File: src/rtl/pipe_hazard_ctrl.sv
// Pipeline hazard controller: load-use and multiply/divide stalls plus a precise-interrupt FSM.
// Optional HI/LO busy stall is compiled in with the HAZARD_MD_STALL_EN macro.
module pipe_hazard_ctrl #(
    parameter int REG_AW     = 5,
    parameter int MUL_CYCLES = 5,
    parameter int DIV_CYCLES = 32
) (
    input  logic              clk,
    input  logic              reset,
    input  logic [REG_AW-1:0] id_rs,
    input  logic [REG_AW-1:0] id_rt,
    input  logic              id_use_rs,
    input  logic              id_use_rt,
    input  logic              ex_load,
    input  logic [REG_AW-1:0] ex_rd,
    input  logic              id_md_use,
    input  logic              ex_md_start,
    input  logic              ex_md_div,
    input  logic              id_is_cti,
    input  logic              id_eret,
    input  logic              int_req,
    output logic              pc_write,
    output logic              id_flush,
    output logic              if_flush,
    output logic              exl_set,
    output logic              exl_clr,
    output logic              md_busy,
    output logic              int_pending,
    output logic [1:0]        int_state
);

    typedef enum logic [1:0] {
        IDLE   = 2'd0,
        PEND   = 2'd1,
        ACCEPT = 2'd2,
        SERV   = 2'd3
    } int_state_t;

    int_state_t state_q, state_d;
    logic       load_use;
    logic       md_stall;
    logic       stall;

    // Register 0 is hard-wired to zero, so a load targeting it never creates a hazard.
    assign load_use = ex_load && (ex_rd != '0) &&
                      ((id_use_rs && (id_rs == ex_rd)) || (id_use_rt && (id_rt == ex_rd)));

`ifdef HAZARD_MD_STALL_EN
    localparam logic [7:0] MUL_LD = 8'(MUL_CYCLES);
    localparam logic [7:0] DIV_LD = 8'(DIV_CYCLES);

    logic [7:0] md_cnt;

    // A start arriving while the unit is busy is dropped, not queued.
    always_ff @(posedge clk) begin
        if (reset) begin
            md_cnt <= 8'd0;
        end else if (md_cnt != 8'd0) begin
            md_cnt <= md_cnt - 8'd1;
        end else if (ex_md_start) begin
            md_cnt <= ex_md_div ? DIV_LD : MUL_LD;
        end
    end

    assign md_busy  = (md_cnt != 8'd0);
    assign md_stall = md_busy && id_md_use;
`else
    logic md_unused;
    assign md_unused = ^{ex_md_start, ex_md_div, id_md_use};
    assign md_busy   = 1'b0;
    assign md_stall  = 1'b0;
`endif

    assign stall    = load_use || md_stall;
    assign pc_write = !stall;
    assign id_flush = stall;

    always_ff @(posedge clk) begin
        if (reset) begin
            state_q <= IDLE;
        end else begin
            state_q <= state_d;
        end
    end

    // Interrupts are taken only on a clean boundary: no branch/jump in ID and no stall.
    always_comb begin
        state_d     = state_q;
        exl_set     = 1'b0;
        if_flush    = 1'b0;
        exl_clr     = 1'b0;
        int_pending = 1'b0;
        case (state_q)
            IDLE: begin
                if (int_req) state_d = PEND;
            end
            PEND: begin
                int_pending = 1'b1;
                if (!id_is_cti && !stall) state_d = ACCEPT;
            end
            ACCEPT: begin
                exl_set  = 1'b1;
                if_flush = 1'b1;
                state_d  = SERV;
            end
            SERV: begin
                if (id_eret && !stall) begin
                    exl_clr = 1'b1;
                    state_d = IDLE;
                end
            end
            default: state_d = IDLE;
        endcase
    end

    assign int_state = state_q;

endmodule

File: config.mk
export PLATFORM = sky130hd
export DESIGN_NAME = pipe_hazard_ctrl
export DESIGN_NICKNAME = d
export VERILOG_FILES = /design/src/rtl/pipe_hazard_ctrl.sv
export SDC_FILE = /design/constraint.sdc
export NUM_CORES = 1
export LEC_CHECK = 0
export ABC_AREA = 1
export BUFFER_PORTS_ARGS = -buffer_cell sky130_fd_sc_hd__buf_2
export CORE_MARGIN = 4
export CORE_UTILIZATION = 34
export CTS_CLUSTER_DIAMETER = 60
export CTS_CLUSTER_SIZE = 30
export DETAILED_ROUTE_END_ITERATION = 8
export GPL_ROUTABILITY_DRIVEN = 0
export PLACE_DENSITY = 0.73
export SYNTH_ARGS = -nofsm -noshare
export SYNTH_HDL_FRONTEND = slang
export SYNTH_SLANG_ARGS = --single-unit
File: constraint.sdc
create_clock -name clk -period 1.45 [get_ports clk]
set_input_delay 0.145 -clock clk [delete_from_list [all_inputs] [get_ports clk]]
set_output_delay 0.145 -clock clk [all_outputs]
set_load 0.03 [all_outputs]
Word level (Yosys, flattened, before mapping) --
Index checks and enable logic that the tools add are counted.
Word-level totals: register bits after elaboration 2, word-level logic and storage cells 29, bits of input ports 26, output and inout bits 9
Cells by class: multiplexer cells 8, equal/unequal tests 8, reductions and logical operators 12
Operators with widths (count):
- $eq A5 B5 Y1 | 2
- $pmux W2 S4 | 1
- $logic_and A1 B1 Y1 | 6
- $mux W2 | 3
- $ne A2 B2 Y1 const B | 3
- $reduce_bool A5 Y1 | 1
- $eq A2 B2 Y1 const B | 2
- $mux W1 | 4
- $reduce_and A3 Y1 | 1
- $eq A2 B1 Y1 const B | 1
- $logic_not A1 Y1 | 2
- $logic_not A2 Y1 | 1
- $logic_or A1 B1 Y1 | 1

Depth between registers and ports, before layout --
Gate-level depths: netlist of the first run.
word-level depth 8, depth in mapped cells 13

Least setup slack after synthesis of the first run --
No wires, ideal clock.
kind register to register, from register state_q[0], in the netlist int_state[0], to register state_q[0], in the netlist int_state[0], library setup time 0.117 ns, stages on the path, launching flop included 7, data required time 1.333 ns, arrival 1.331 ns, slack 0.001 ns, cells stage by stage dfxtp_1 -> inv_1 -> ha_1 -> nor2_1 -> nand3_2 -> nand2_1 -> a21oi_2
On the way: word-level cells in the longest chain between the ends 3, elaborated cells on any way between the ends 9, those cells by class eq/ne: 6; mux: 1; reduce/logical: 2
Ends and longest elaborated chain:
- start, declared | line 39 | int_state_t state_q, state_d;
- start signal, assigned | line 82 | state_q <= state_d;
- $eq A2 B2 Y1, or another cell as far along | line 93 | case (state_q)
- $ne A2 B2 Y1 (no line)
- $reduce_and A3 Y1 (no line)
Parallel ways exist; a longest one is shown, timed or not. A chain may end at the register's enable or synchronous reset.

Worst setup path after layout of the first run --
from register state_q[1], in the netlist int_state[1], to output exl_clr
On the way: word-level cells in the longest chain between the ends 2
Ends and longest elaborated chain:
- $eq A2 B2 Y1 | line 93
- $mux W1 | line 93
- end, declared | line 26 | output logic exl_clr,
Every way passes these cells.

==> results.ini, run 1 <==
[outcome]
status = finished, final reports clean

[layout]
largest_register_ffs = 2
nNetsFinal = 152
areaGrowthSynthToFinish_pct = 38.9
diodes = 0
drive_gt1_frac = 0.400
layout_commonest_cell = nand2_1
final_cell_mix = nand2_1 (33), buf_2 (30), inv_1 (18)
utilization = 0.498

[sta]
hold_viol = 0
finClkSkew_ns = 0.00243
fin_crit_sh = 0.899
finalMaxSlewViolations = 0
setup_tns_ns = 0
grt_setup_unrepaired = no
setup_viol = 0
fmax_mhz = 767
whs_ns = 0.184
fin_crit_ns = 1.30

[critical_path]
critPathMaxStageDelay_ns = 0.37
path_class = flop to output port
cp_cell_sequence = ha_2, inv_1, nor2_1, buf_2
cp_num_buf_inv = 2
slowest_stage = dfxtp_1
worstPathArrival_ns = 1.16
critPathLaunchType = flop
path_max_fanout = 4
required_ns = 1.31
path_delay_family = flip-flops
crit_path_end_kind = output port

[clock_network]
clockBufferDepth = 2
clock_sinks = 2
root_buffer = clkbuf_4
clk_pin_slew_ns = 0.03
holdBufCountCts = 0
numCtsBuffers = 3
cts_tree = yes
clock_latency_ns = 0.22
cts_resized = 0
cts_setup_buffers = 0
htree_levels = 1

[synth]
postSynthAreaPerCell_um2 = 5.17
syn_inst = 89
synth-simple-area-share = 0.546
synth_warnings = 0
netlist.area_leader.share = 0.269
synth_mux_area_frac = 0
synthAdderAreaFrac = 0.109
ys_seq_elements = 2
synth_compound_area_frac = 0.0299
ys_seq_area_frac = 0.0870
synth_nets = 119
yosys.area.top_type = nand2_1
synth.distinct_cells = 16
synth_top_family_by_area = simple AND/OR/NAND/NOR gates
synth-xor-area-share = 0
synth_area_leaders = nand2_1 (27%), inv_1 (15%), ha_1 (11%), dfxtp_1 (8.7%), nor2_1 (8.2%)
syn_area_um2 = 460

[floorplanning]
initial_core_util = 0.358
rows = 13
die_w_um = 44.8
die_h_um = 44.8
io_pins = 35
fp.dieArea_mm2 = 0.00201
core_mm2 = 0.00128

[pwr]
p_per_area_mw_per_mm2 = 1190
leakage_nw = 0.466
ir_worst_vdd_v = 0.000730

[global_routing]
grt_usage = 0.110
grt_pass1_vias = 462
grt_max_degree = 5
grt-ovfl-total = 0
grt_antenna_before_repair = 0
grt_pass1_wl_mm = 1.74

[route]
detail-route-antenna-nets = 0
drt_iter0_drc = 3
detail_route.wl_per_cell_um = 7.67
vias = 551
via_per_inst = 4.08
first_pass_iters = 4
drc = 0
totalWireLength_mm = 1.04

[placed_design]
portBuffers = 30
place.detailed.hpwl_um = 951

[flow_run]
maxCapViolations = 0

[min_path]
min-delay-path-class = input port to flop

final timing paths:
| kind | start | end | slack, ns | cells after the start |
|---|---|---|---|---|
| worst max-delay path | int_state[1] | exl_clr | 0.15 | 4 |
| worst min-delay path | reset | int_state[1] | 0.18 | 4 |
| worst max register to register | int_state[1] | int_state[1] | 0.31 | 7 |
| worst min register to register | int_state[0] | int_state[0] | 0.55 | 2 |
power by group:
group          switching [mW]  leakage [nW]  total [mW]  internal (mW)
Sequential             0.0253        0.0166       0.107         0.0815
Combinational           0.350         0.435       0.541          0.190
Clock                  0.0259        0.0138       0.117         0.0908
Total                   0.401         0.466       0.764          0.363
metal layers:
layer  up-vias  GRT usage  part of all wire
met5         -          0                 0
met4         0     0.0526                 0
met3         0          0             0.059
met2        13      0.192              0.50
met1       223      0.141              0.44
li1        315          -                 -
synth_stat cells:
cell type / number
a21oi_2: 1
buf_4: 2
conb_1: 1
dfxtp_1: 2
ha_1: 4
inv_1: 18
inv_2: 5
nand2_1: 33
nand2_2: 3
nand2_4: 2
nand3_1: 2
nand3_2: 2
nand4_1: 2
nor2_1: 10
nor2_2: 1
o21ai_1: 1
cell families after synthesis:
logic type	after synthesis
AOI/OAI and AO/OA	2
adders and majority gates	4
and+or+nand+nor	55
DFF	2
buffers and inverters	25
other	1
cell type report:
class	count	area, um2
fill	141	646
multi-input combinational	62	322
timing repair buffer	30	150
inverter	23	86.3
sequential	2	40.0
clock buffer	3	22.5
tap	15	18.8
worst reg2reg max path: stages, from the launching register on:
cell and delay [ns]:
dfxtp_1 0.37, inv_1 0.10, ha_1 0.23, nand2_4 0.10, nand3_2 0.09, nand2_1 0.08
inv_2 0.03, nor2_2 0.08
through the flow:
stage          power, mW  instances  worst slack, ns  instance area [um2]
6_report           0.764        135            0.147                  639
5_1_grt            0.845        135           0.0235                  639
4_1_cts            0.776        135            0.117                  637
3_5_place_dp       0.652        132            0.206                  614
3_3_place_gp       0.643        132            0.217                  614
2_1_floorplan      0.539         89          0.00134                  460
Power figures use the tool's default switching activity.
==> run 2: changes to the inputs <==
Settings changed: PLACE_DENSITY 0.73 to 0.76, SLEW_MARGIN from default to 20.
Clock period 1.45 ns to 1.18 ns, I/O delays scaled along.
==> run 2 against run 1 <==
  * Clock power up 49%
  * First-iteration DRC count unchanged
  * Setup slack worse by 0.10 ns
  * Clock-buffer cell count up 1
  * Die area unchanged
  * Sequential share of layout area up 0.092 points
  * Sequential power up 57%
  * Largest cell class unchanged
==> results.ini, run 2 (synthesis gave the netlist of run 1 again) <==
[outcome]
status = finished, final reports clean

[sta]
fin_crit_ns = 1.14
hold_viol = 0  ; unchanged
setup_viol = 0  ; unchanged
fin_crit_sh = 0.963
finalMaxSlewViolations = 0  ; unchanged
grt_setup_unrepaired = yes
finClkSkew_ns = 0.00247  ; +0.0000340 ns
fmax_mhz = 880

[global_routing]
grt_usage = 0.120  ; +0.00989
grt-ovfl-total = 0  ; unchanged
grt_max_degree = 5  ; unchanged
grt_antenna_before_repair = 0  ; unchanged
grt_pass1_wl_mm = 1.78  ; +2.4%
grt_pass1_vias = 509  ; +10%

[pwr]
internal_power_mw = 0.581  ; +60%
ir_worst_vdd_v = 0.000936  ; +28%
p_seq_frac = 0.145  ; +0.005
switchingPower_mw = 0.578  ; +44%
leakage_nw = 0.485  ; +4.2%
swShare = 0.499  ; -0.0266
pwr-share-clk = 0.150  ; -0.003
combPwrFrac = 0.705  ; -0.002
p_per_area_mw_per_mm2 = 1550  ; +30%

[placed_design]
place.detailed.hpwl_mm = 1.03  ; +8.0%
placed_area_um2 = 627  ; +2.0%
portBuffers = 30  ; unchanged
dp.cells = 132  ; unchanged

[clock_network]
clockBufferDepth = 2  ; unchanged
htree_levels = 1  ; unchanged
holdBufCountCts = 0  ; unchanged
root_buffer = clkbuf_4
clock_latency_ns = 0.23  ; about the same
clk_pin_slew_ns = 0.03  ; about the same
numCtsBuffers = 3  ; unchanged
clock_sinks = 2  ; unchanged
cts_tree = yes

[route]
detail_route.wl_per_cell_um = 9.07  ; +18%
first_pass_iters = 4  ; unchanged
drc = 0  ; unchanged
vias = 588  ; +6.7%
detail-route-antenna-nets = 0  ; unchanged
drt_iter0_drc = 3  ; unchanged
via_per_inst = 4.29  ; +5.2%
totalWireLength_mm = 1.24  ; +20%

[floorplanning]
fp.dieArea_mm2 = 0.00201  ; unchanged
io_pins = 35  ; unchanged
initial_core_util = 0.358  ; unchanged
rows = 13  ; unchanged
die_w_um = 44.8  ; unchanged
die_h_um = 44.8  ; unchanged
core_mm2 = 0.00128  ; unchanged

[layout]
layout_commonest_cell = nand2_1
fillers = 130  ; -7.8%
fin_cells = 137  ; +1.5%
drive_gt1_frac = 0.459  ; +0.0590
stdcell_area_um2 = 748  ; +17%
largest_register_ffs = 2  ; unchanged
diodes = 0  ; unchanged
areaGrowthSynthToFinish_pct = 62.5
nNetsFinal = 153  ; +0.66%
final_cell_mix = nand2_1 (33), buf_2 (21), inv_1 (16)

[critical_path]
critPathMaxStageDelay_ns = 0.35  ; -0.02 ns
worstPathArrival_ns = 1.02  ; -0.14 ns
path_max_fanout = 4  ; unchanged
path_delay_family = flip-flops
crit_path_end_kind = output port
slowest_stage = dfxtp_4
required_ns = 1.06  ; -0.25 ns
cp_num_buf_inv = 2  ; unchanged
path_class = flop to output port
cp_cell_sequence = buf_4, ha_4, buf_6
critPathLaunchType = flop

[min_path]
min-delay-path-class = input port to flop

[flow_run]
maxCapViolations = 0  ; unchanged

-- run 2: power by group through the flow --
stage	logic (mW)	clock network (mW)	registers, mW
2_1_floorplan	0.488	0	0.204
3_3_place_gp	0.668	0	0.143
3_5_place_dp	0.685	0	0.150
4_1_cts	0.723	0.185	0.168
5_1_grt	0.895	0.201	0.173
6_report	0.818	0.174	0.168
-- run 2: tightest hold or removal path: cells and delay by family --
kind / cells / cell delay [ns]
AO/OA/AOI/OAI: 1 / 0.03
buffers and inverters: 2 / 0.11
AND/OR/NAND/NOR: 1 / 0.07
-- run 2: cell type report --
| type | instances | area [um2] | area share |
|---|---|---|---|
| Tap cell | 15 | 18.8 | 0.0251 |
| Clock buffer | 4 | 26.3 | 0.0351 |
| Inverter | 23 | 93.8 | 0.125 |
| Multi-Input combinational cell | 62 | 359 | 0.480 |
| Sequential cell | 2 | 47.5 | 0.0635 |
| Timing Repair Buffer | 31 | 203 | 0.271 |
-- run 2: final timing paths --
path,cells after the start,start,endpoint,slack [ns]
setup / recovery,3,int_state[0],int_pending,0.04
hold / removal,4,reset,int_state[0],0.14
setup reg to reg,7,int_state[1],int_state[1],0.04
hold reg to reg,2,int_state[0],int_state[0],0.52
-- run 2: repair_timing --
action                                 CTS  global route
resized for setup                        7            17
endpoints found under the hold margin    0             0
pin swaps                                0             8
gates cloned                             0             0
buffers inserted                         0             1
setup endpoints to repair                4             7
-- run 2: routing by layer --
| layer | global-route usage | up-vias | part of all wire | wire, um |
|---|---|---|---|---|
| li1 | - | 322 | - | - |
| met3 | 0.0120 | 2 | 0.043 | 54 |
| met1 | 0.117 | 251 | 0.37 | 459 |
| met2 | 0.229 | 13 | 0.57 | 713 |
| met4 | 0.0877 | 0 | 0.012 | 15 |
| met5 | 0 | - | 0 | 0 |
-- run 2: metrics by stage --
stage               hold slack, ns  total power, mW   TNS, ns  setup slack [ns]  utilization
floorplan                    0.278            0.692   -0.0294           -0.0294            -
global placement             0.381            0.811  -0.00713          -0.00713        0.488
detailed placement           0.381            0.835   -0.0833           -0.0657        0.488
CTS                          0.135             1.08   -0.0297           -0.0123        0.528
global route                 0.159             1.27   -0.0350           -0.0174        0.582
finish                       0.142             1.16         0            0.0433        0.582
==> run 3: changes to the inputs <==
Settings changed: ABC_AREA 1 to default, CORE_AREA from default to 4 4 41 43, CORE_MARGIN 4 to default, CORE_UTILIZATION 34 to default, DIE_AREA from default to 0 0 45 47, PLACE_DENSITY 0.76 to 0.66.
==> run 3 against run 2 <==
  * The flow now finishes with violations (negative setup slack)
  * Clock power down 2%
  * Clock-buffer cell count unchanged
  * Utilization down 7.4 points
  * Flip-flop and latch count unchanged
  * First-iteration DRC count down 33%
  * Highest routed layer is now met3
==> results.ini, run 3 <==
[floorplanning]
die_h_um = 47  ; +4.9%
rows = 13  ; unchanged
core_mm2 = 0.00130  ; +1.3%
io_pins = 35  ; unchanged
die_w_um = 45  ; +0.45%
fp.dieArea_mm2 = 0.00212  ; +5.4%
initial_core_util = 0.256  ; -0.103

[sta]
fin_crit_sh = 1.19  ; +0.229
finalWorstSetupSlack_ns = -0.227  ; -0.270 ns
grt_setup_unrepaired = yes
fmax_mhz = 711  ; -19%
finClkSkew_ns = 0.00640  ; +0.00393 ns
setup_viol = 5  ; +5
whs_ns = 0.106  ; -0.0367 ns
finalMaxSlewViolations = 0  ; unchanged
fin_crit_ns = 1.41  ; +0.270 ns
hold_viol = 0  ; unchanged

[layout]
utilization = 0.509  ; -0.0736
diodes = 0  ; unchanged
layout_commonest_cell = buf_2
fillers = 130  ; unchanged
nNetsFinal = 109  ; -29%
final_cell_mix = buf_2 (22), xnor2_1 (8), buf_6 (6)
drive_gt1_frac = 0.667  ; +0.208
areaGrowthSynthToFinish_pct = 98.9
largest_register_ffs = 2  ; unchanged

[route]
routed.top_layer = met3
detail_route.wl_per_cell_um = 11.1  ; +23%
wl_met1_um = 356  ; -22%
dr_wl_met2_um = 565  ; -21%
via_per_inst = 4.67  ; +8.7%
detail-route-antenna-nets = 0  ; unchanged
drt_iter0_drc = 2  ; -1
drc = 0  ; unchanged
first_pass_iters = 2  ; -2
totalWireLength_mm = 1.04  ; -17%
wl_met3_um = 113  ; +110%
vias = 434  ; -26%

[synth]
synthTopCellsByCount = xnor2_1 (10), ha_1 (4), inv_1 (4), nand2_1 (3), nand4_1 (3)
synth_edf_count = 0  ; unchanged
netlist.area_leader.share = 0.263  ; -0.00586
syn_area_um2 = 333  ; -28%
synth_mux_area_frac = 0  ; unchanged
synth_most_common_cell = xnor2_1
ys_seq_elements = 2  ; unchanged
synth.distinct_cells = 19  ; +3
synth_flop_cell = dfxtp_1
ys_seq_area_frac = 0.120  ; +0.0333
syn_inst = 42  ; -53%
synth-xor-area-share = 0.263  ; +0.263
synth_compound_area_frac = 0.165  ; +0.136
synth_area_leaders = xnor2_1 (26%), ha_1 (15%), dfxtp_1 (12%), nand4_1 (5.6%), buf_4 (4.5%)
postSynthAreaPerCell_um2 = 7.92  ; +53%
yosys.area.top_type = xnor2_1
synth_top_family_by_area = XOR/XNOR gates
synth-async-reset-ratio = 0  ; unchanged
synth_warnings = 0  ; unchanged
synth-simple-area-share = 0.199  ; -0.347
synth_nets = 72  ; -39%
synthAdderAreaFrac = 0.150  ; +0.0417

[outcome]
violations = negative setup slack
status = complete, but fails checks

[pwr]
combPwrFrac = 0.680  ; -0.025
leakage_nw = 0.322  ; -34%
pwr-share-clk = 0.160  ; +0.010
p_seq_frac = 0.160  ; +0.015
ir_worst_vdd_v = 0.000415  ; -56%
internal_power_mw = 0.577  ; -0.69%
switchingPower_mw = 0.490  ; -15%
p_per_area_mw_per_mm2 = 1610  ; +4.0%
swShare = 0.459  ; -0.0397

[clock_network]
root_buffer = clkbuf_4
clk_pin_slew_ns = 0.04  ; about the same
htree_levels = 1  ; unchanged
clockBufferDepth = 2  ; unchanged
clock_latency_ns = 0.23  ; about the same
holdBufCountCts = 0  ; unchanged
cts_tree = yes
numCtsBuffers = 3  ; unchanged
clock_sinks = 2  ; unchanged

[critical_path]
slowest_stage = or4_4
critPathMaxStageDelay_ns = 0.51  ; +0.16 ns
critPathLaunchType = input port
r2r-start = int_state[1]
path_max_fanout = 2  ; -2
cp_cell_sequence = buf_8, or4_4, o21a_1, nand2_4, and3_4, buf_6
critical_path_cell_count = 6  ; +3
r2r_end = int_state[0]
reg2regPathDepth = 5  ; -2
crit_path_end = exl_clr
crit_path_end_kind = output port
path_delay_family = simple AND/OR/NAND/NOR gates
cp_num_buf_inv = 2  ; unchanged
crit_start = ex_rd[4]
worstPathArrival_ns = 1.29  ; +0.27 ns
required_ns = 1.06  ; about the same
r2r_slack_ns = -0.02  ; -0.06 ns
path_class = input port to output port

[global_routing]
grt_pass1_wl_mm = 1.62  ; -8.9%
grt-ovfl-total = 0  ; unchanged
grt_usage = 0.102  ; -0.0177
grt_pass1_vias = 459  ; -9.8%
grt_antenna_before_repair = 0  ; unchanged
grt_max_degree = 6  ; +1

[placed_design]
place.detailed.hpwl_um = 884  ; -14%
portBuffers = 30  ; unchanged

[min_path]
min-delay-path-class = input port to flop

[flow_run]
maxCapViolations = 0  ; unchanged

[run 3: changes by cell type after synthesis, sizes merged, moves of 4 or more]
cell / before / now
nand2: 38 / 3
nand3: 4 / 0
xnor2: 0 / 10
nor2: 11 / 1
inv: 23 / 4
[run 3: how the worst min path moves through the flow]
stage / slack [ns] / cells past startpoint / end / start
finish: 0.11 / 2 / int_state[1] / reset
global placement: 0.34 / 2 / int_state[1] / reset
floorplan: 0.21 / 1 / int_state[1] / reset
CTS: 0.11 / 2 / int_state[1] / reset
global route: 0.12 / 2 / int_state[1] / reset
detailed placement: 0.35 / 2 / int_state[1] / reset
[run 3: repair_timing]
action | in CTS | in global routing
endpoints found under the setup margin | 6 | 8
pin swaps | 5 | 5
gates resized for setup | 11 | 14
setup buffers | 2 | 0
[run 3: kinds of logic (layout without fill, tap and decap cells)]
family | count (synthesis) | in the layout
simple gates | 12 | 12
other cells | 1 | 1
compound gates | 7 | 7
fa+ha+maj | 4 | 4
xor+xnor | 10 | 10
buf+inv | 6 | 42
flops | 2 | 2
[run 3: metal layers]
metal,vias up,track usage
met5,-,0
met3,0,0.0345
met2,24,0.203
li1,214,-
met1,196,0.104
met4,0,0.0175
[run 3: per-stage QoR]
step | setup TNS (ns) | setup slack (ns) | instances | power, mW | area (um2)
2_1_floorplan | -0.418 | -0.152 | 42 | 0.645 | 370
3_3_place_gp | -1.43 | -0.326 | 87 | 0.767 | 539
3_5_place_dp | -1.43 | -0.321 | 87 | 0.786 | 539
4_1_cts | -0.976 | -0.257 | 93 | 0.991 | 618
5_1_grt | -1.13 | -0.265 | 93 | 1.16 | 662
6_report | -0.872 | -0.227 | 93 | 1.07 | 662
[run 3: power by group through the flow]
stage | combinational [mW] | sequential, mW | clock, mW
2_1_floorplan | 0.426 | 0.219 | 0
3_3_place_gp | 0.605 | 0.162 | 0
3_5_place_dp | 0.622 | 0.165 | 0
4_1_cts | 0.651 | 0.164 | 0.176
5_1_grt | 0.787 | 0.181 | 0.191
6_report | 0.726 | 0.171 | 0.170
[run 3: final cells by class]
cell class              count  area [um2]  share of cell area
clock buffers               4        26.3              0.0397
flip-flops and latches      2        47.5              0.0718
inverters                   4        15.0              0.0227
well taps                  15        18.8              0.0284
multi-input cells          34         324               0.490
repair buffers             34         230               0.348
[run 3: worst register-to-register path, delay by kind of cell, from the launching register on]
family	cells	cell delay, ns
simple gates	1	0.22
flops	1	0.36
fa+ha+maj	1	0.16
compound gates	2	0.33
buf+inv	1	0.06
